--- src/rtl/clock_time_pkg.sv ---
// Shared time-of-day constants and range checks for the clock, chime and display.
package clock_time_pkg;

  localparam int unsigned TIME_W     = 6;
  localparam int unsigned SEC_MAX    = 59;
  localparam int unsigned MIN_MAX    = 59;
  localparam int unsigned HOUR24_MAX = 23;
  localparam int unsigned HOUR12_MIN = 1;
  localparam int unsigned HOUR12_MAX = 12;

  function automatic logic second_valid(input logic [TIME_W-1:0] v);
    return v <= TIME_W'(SEC_MAX);
  endfunction

  function automatic logic minute_valid(input logic [TIME_W-1:0] v);
    return v <= TIME_W'(MIN_MAX);
  endfunction

  // mode is the hour format: 12 selects 1..12, anything else is treated as 24h.
  function automatic logic hour_valid(input logic [TIME_W-1:0] v, input int mode);
    if (mode == 12) begin
      return (v >= TIME_W'(HOUR12_MIN)) && (v <= TIME_W'(HOUR12_MAX));
    end
    return v <= TIME_W'(HOUR24_MAX);
  endfunction

endpackage

--- src/rtl/mod_counter.sv ---
// Modulus wrap counter: counts 0..MAX with load > clear > inc priority.
// wrap is a combinational carry, high when inc is requested at MAX.
module mod_counter #(
  parameter int unsigned W   = 6,
  parameter int unsigned MAX = 59
) (
  input  logic         clk,
  input  logic         reset,
  input  logic         inc,
  input  logic         clear,
  input  logic         load,
  input  logic [W-1:0] load_value,
  output logic [W-1:0] value,
  output logic         wrap
);

  logic at_max;

  assign at_max = (value == W'(MAX));
  assign wrap   = inc && at_max;

  // Counter state update.
  always_ff @(posedge clk or posedge reset) begin
    if (reset) begin
      value <= '0;
    end else if (load) begin
      value <= load_value;
    end else if (clear) begin
      value <= '0;
    end else if (inc) begin
      value <= at_max ? '0 : value + 1'b1;
    end
  end

endmodule

--- src/rtl/clock_time_counter.sv ---
// Timekeeping core: hour/minute/second with preset, manual adjust and rollover strobes.
// Each cycle applies one action class: load > adjust > count > hold.
module clock_time_counter
  import clock_time_pkg::*;
#(
  parameter int HOUR_MODE = 24
) (
  input  logic              clk_1Hz,
  input  logic              reset,
  input  logic              run_en,
  input  logic              load,
  input  logic [TIME_W-1:0] load_hour,
  input  logic [TIME_W-1:0] load_minute,
  input  logic [TIME_W-1:0] load_second,
  input  logic              load_pm,
  input  logic              adj_min,
  input  logic              adj_hour,
  output logic [TIME_W-1:0] hour,
  output logic [TIME_W-1:0] minute,
  output logic [TIME_W-1:0] second,
  output logic              pm,
  output logic              load_err,
  output logic              min_tick,
  output logic              hour_tick,
  output logic              day_tick
);

  localparam logic IS12 = (HOUR_MODE == 12);
  localparam logic [TIME_W-1:0] HOUR_RST = IS12 ? TIME_W'(HOUR12_MAX) : '0;

  logic              load_ok, do_load, do_adj, do_count;
  logic              sec_wrap, min_wrap, min_carry, hour_inc, day_wrap;
  logic [TIME_W-1:0] hour_q, hour_d;
  logic              pm_q, pm_d;

  assign load_ok  = second_valid(load_second) && minute_valid(load_minute) &&
                    hour_valid(load_hour, HOUR_MODE);
  assign do_load  = load && load_ok;
  assign do_adj   = !load && (adj_min || adj_hour);
  assign do_count = !load && !do_adj && run_en;

  mod_counter #(
    .W   (TIME_W),
    .MAX (SEC_MAX)
  ) u_sec (
    .clk        (clk_1Hz),
    .reset      (reset),
    .inc        (do_count),
    .clear      (do_adj && adj_min),
    .load       (do_load),
    .load_value (load_second),
    .value      (second),
    .wrap       (sec_wrap)
  );

  // Minute wrap on a manual adjust must not carry, so only the count carry is used.
  mod_counter #(
    .W   (TIME_W),
    .MAX (MIN_MAX)
  ) u_min (
    .clk        (clk_1Hz),
    .reset      (reset),
    .inc        ((do_adj && adj_min) || sec_wrap),
    .clear      (1'b0),
    .load       (do_load),
    .load_value (load_minute),
    .value      (minute),
    .wrap       (min_wrap)
  );

  assign min_carry = sec_wrap && min_wrap;
  assign hour_inc  = (do_adj && adj_hour) || min_carry;
  assign day_wrap  = min_carry &&
                     (IS12 ? (hour_q == TIME_W'(HOUR12_MAX - 1) && pm_q)
                           : (hour_q == TIME_W'(HOUR24_MAX)));

  // Hour and pm next-state: preset, or step with 12h 11->12 pm toggle and 12->1 wrap.
  always_comb begin
    hour_d = hour_q;
    pm_d   = pm_q;
    if (do_load) begin
      hour_d = load_hour;
      pm_d   = IS12 ? load_pm : 1'b0;
    end else if (hour_inc) begin
      if (IS12) begin
        hour_d = (hour_q == TIME_W'(HOUR12_MAX)) ? TIME_W'(HOUR12_MIN) : hour_q + 1'b1;
        if (hour_q == TIME_W'(HOUR12_MAX - 1)) begin
          pm_d = ~pm_q;
        end
      end else begin
        hour_d = (hour_q == TIME_W'(HOUR24_MAX)) ? '0 : hour_q + 1'b1;
      end
    end
  end

  // Hour/pm state and registered strobes, aligned with the wrapped value.
  always_ff @(posedge clk_1Hz or posedge reset) begin
    if (reset) begin
      hour_q    <= HOUR_RST;
      pm_q      <= 1'b0;
      load_err  <= 1'b0;
      min_tick  <= 1'b0;
      hour_tick <= 1'b0;
      day_tick  <= 1'b0;
    end else begin
      hour_q    <= hour_d;
      pm_q      <= pm_d;
      load_err  <= load && !load_ok;
      min_tick  <= sec_wrap;
      hour_tick <= min_carry;
      day_tick  <= day_wrap;
    end
  end

  assign hour = hour_q;
  assign pm   = pm_q;

endmodule

--- config.mk ---
export PLATFORM = sky130hd
export DESIGN_NAME = clock_time_counter
export DESIGN_NICKNAME = d
export VERILOG_FILES = /design/src/rtl/clock_time_pkg.sv /design/src/rtl/mod_counter.sv /design/src/rtl/clock_time_counter.sv
export SDC_FILE = /design/constraint.sdc
export NUM_CORES = 1
export LEC_CHECK = 0
export CORE_MARGIN = 5
export CORE_UTILIZATION = 40
export CTS_BUF_LIST = sky130_fd_sc_hd__clkbuf_8
export DETAILED_ROUTE_END_ITERATION = 8
export HOLD_SLACK_MARGIN = 0.1
export PLACE_DENSITY = 0.71
export SLEW_MARGIN = 30
export SYNTH_ARGS = -nofsm -noshare
export SYNTH_HDL_FRONTEND = slang
export SYNTH_SLANG_ARGS = --single-unit
export TNS_END_PERCENT = 5
--- constraint.sdc ---
create_clock -name clk_1Hz -period 1.9 [get_ports clk_1Hz]
set_input_delay 0.285 -clock clk_1Hz [delete_from_list [all_inputs] [get_ports clk_1Hz]]
set_output_delay 0.285 -clock clk_1Hz [all_outputs]
set_load 0.02 [all_outputs]
==> flow_metrics.tcl <==
set metrics [dict create \
    status "completed" \
    grt_setup_unrepaired "no" \
    ys_seq_area_frac 0.3833 \
    multi_input_area_um2 839.6 \
    core.rowCount 21 \
    gr-total-overflow 0 \
    crit_arrival_ns 2.00 \
    fin_hold_ws_ns 0.3655 \
    synth_cell_types 45 \
    vias_per_cell 5.539 \
    clock-skew-final_ns 0.005288 \
    root_buffer "clkbuf_8" \
    synth-main-ff-cell "dfrtp_1" \
    synth.top_cell.area_share 0.3833 \
    syn_nets 187 \
    die_width_um 69.93 \
    antenna_left 0 \
    clk_pin_slew_ns 0.09 \
    hpwl_um 3450 \
    die_y_um 69.93 \
    first_iter_violations 107 \
    cpPeakStageDelay_ns 0.54 \
    numCtsBuffers 3 \
    cp_max_fo 3 \
    max_cap_violations 0 \
    period_minus_slack_ns 1.805 \
    drv_slew 0 \
    gr-usage-all-layers 0.1844 \
    port_buffers 45 \
    dr.pass1.iters 4 \
    cts_buffer_depth 2 \
    hold_viol_final 0 \
    synth_cells 159 \
    synth_area_um2 1436 \
    synth_edf_count 0 \
    drive_gt1_frac 0.2179 \
    yosysTopAreaCell "dfrtp_1" \
    dpl.cell_count 272 \
    seq_area_um2 553.0 \
    path_class "register to register" \
    routed-via-count 1551 \
    cp-start-kind "register" \
    synth.area.top_cells "dfrtp_1 (38%), o21ai_0 (4.5%), nand2_1 (4.2%), nand3_1 (3.8%), nand4_1 (3.0%)" \
    grt_pass1_vias 1676 \
    htree_num_levels 1 \
    async_flop_share 1.000 \
    yosys-top-cells-count "dfrtp_1 (22), nand2_1 (16), o21ai_0 (13), nand3_1 (11), nor2_1 (8)" \
    cp_slowest_cell "or4_4" \
    ys_ff_latch 22 \
    ios 48 \
    crit_family "simple AND/OR/NAND/NOR gates" \
    required_ns 2.09 \
    fin_crit_sh 0.9501 \
    power_density_nw_per_um2 786.2 \
    fill_cells 301 \
    avgSynthCellArea_um2 9.034 \
    grt_max_degree 23 \
    hold_path_class "input port to async pin" \
    cts_tree "built" \
    antenna_cells 0 \
    wl_per_cell_um 15.82 \
    wirelength_um 4429 \
    p_leak_uw 0.0009530 \
    postPlaceCellArea_um2 2136 \
    place.gp.congestion 0.8645 \
    ctsHoldBuffers 0 \
    insertion_delay_ns 0.26 \
    vdd_ir_drop_max_mv 0.2988 \
    setup_viol 0 \
    worstPathCellList "ha_1 > nand4b_1 > or4_4 > a211oi_2 > mux2i_1" \
    cp-end-kind "register" \
    drc 0 \
    clock-sinks 22 \
    finalNonFillerCells 280 \
    die-area_um2 4890 \
    grt_pass1_wl_um 7403 \
    fmax_ghz 0.5540 \
    critPathBufInv 0 \
    p_total_uw 1759 \
    antenna_found_initial 0 \
    nets 263 \
    core_area_um2 3416 \
    start_util 0.4205 \
    design_area_um2 2237 \
    ys_warn_count 0 \
    yosysMostFrequentCell "dfrtp_1" \
    area_delta_synth_final_pct 55.75 \
]
worst paths after layout:
kind	startpoint	end	slack, ns	depth (start not counted)
setup / recovery	u_min.value[0]$_DFFE_PP0P_	hour[5]$_DFFE_PP0P_	0.09	5
hold / removal	reset	hour[0]$_DFFE_PP0P_	0.37	3
setup reg to reg	u_min.value[0]$_DFFE_PP0P_	hour[5]$_DFFE_PP0P_	0.09	5
hold reg to reg	hour[5]$_DFFE_PP0P_	hour[5]$_DFFE_PP0P_	0.60	2
max in group asynchronous	reset	u_sec.value[1]$_DFFE_PP0P_	1.28	3
min in group clk_1Hz	load_second[1]	u_sec.value[1]$_DFFE_PP0P_	0.56	3
through the flow:
| step | TNS [ns] | utilization | setup slack, ns |
|---|---|---|---|
| 2_1_floorplan | -0.1133 | - | -0.06786 |
| 3_3_place_gp | -3.574 | 0.6253 | -0.3313 |
| 3_5_place_dp | -3.996 | 0.6253 | -0.4115 |
| 4_1_cts | 0 | 0.6432 | 0.002773 |
| 5_1_grt | 0 | 0.6549 | 0.003737 |
| 6_report | 0 | 0.6549 | 0.09488 |
layout by cell type (no fill, tap or decap), types with 2 or more instances in the layout:
cell type	netlist	layout
nand3_1	11	11
or3_1	2	2
nor3_1	3	3
a311o_1	2	2
mux2i_1	4	4
o21ai_0	13	13
nor2_1	8	8
clkdlybuf4s15_1	0	2
o31ai_1	4	4
ha_1	3	2
dfrtp_2	0	2
buf_4	1	34
a21oi_1	3	3
and3_1	2	2
inv_1	7	7
nand3b_1	2	2
clkdlybuf4s50_1	0	41
a41oi_1	2	2
o22a_1	2	2
dfrtp_1	22	20
a22o_1	4	4
nand4_1	7	7
and2b_2	2	2
nand2b_1	3	3
a31oi_1	3	3
nand2_1	16	16
and3b_1	2	2
clkbuf_8	0	4
nand4b_1	3	3
o211ai_1	4	4
routing by layer:
metal | wire length [µm] | vias up | GRT usage | share of wire
met2 | 2251 | 47 | 0.3337 | 0.51
met5 | 0 | - | 0 | 0
met1 | 1916 | 741 | 0.2150 | 0.43
met3 | 212 | 6 | 0.02869 | 0.048
met4 | 49 | 0 | 0.07447 | 0.011
li1 | - | 757 | - | -
sequential cells by signal, summed over array words and instances, names as in the netlist:
name / count
day_tick: 1
hour_tick: 1
load_err: 1
u_sec.value: 6
u_min.value: 6
min_tick: 1
hour: 6
tightest hold or removal path, cell delays in order:
cell,delay (ns)
clkdlybuf4s50_1,0.40
inv_1,0.06
buf_4,0.28
cell type report:
type / count / area share
clock buffers: 4 / 0.02461
inverters: 7 / 0.01174
multi-input cells: 122 / 0.3753
flip-flops and latches: 22 / 0.2472
well taps: 46 / 0.02573
repair buffers: 79 / 0.3154
power by group:
part           switching (µW)  total, µW  internal, µW
Sequential               82.5        630           547
Combinational             389        785           396
Clock                     159        344           185
Total                     631       1760          1130
repair_timing:
item,4_1_cts,5_1_grt
pin swaps,3,2
buffers inserted,0,4
endpoints found under the setup margin,6,3
gates resized for setup,9,1
cell families after synthesis:
family          synth area share
mux                      0.02788
buf+inv                  0.04791
compound gates            0.2300
flops                     0.3833
simple gates              0.2822
other cells             0.002611
fa+ha+maj                0.02614
No activity file was read; power rests on OpenSTA's default activity.
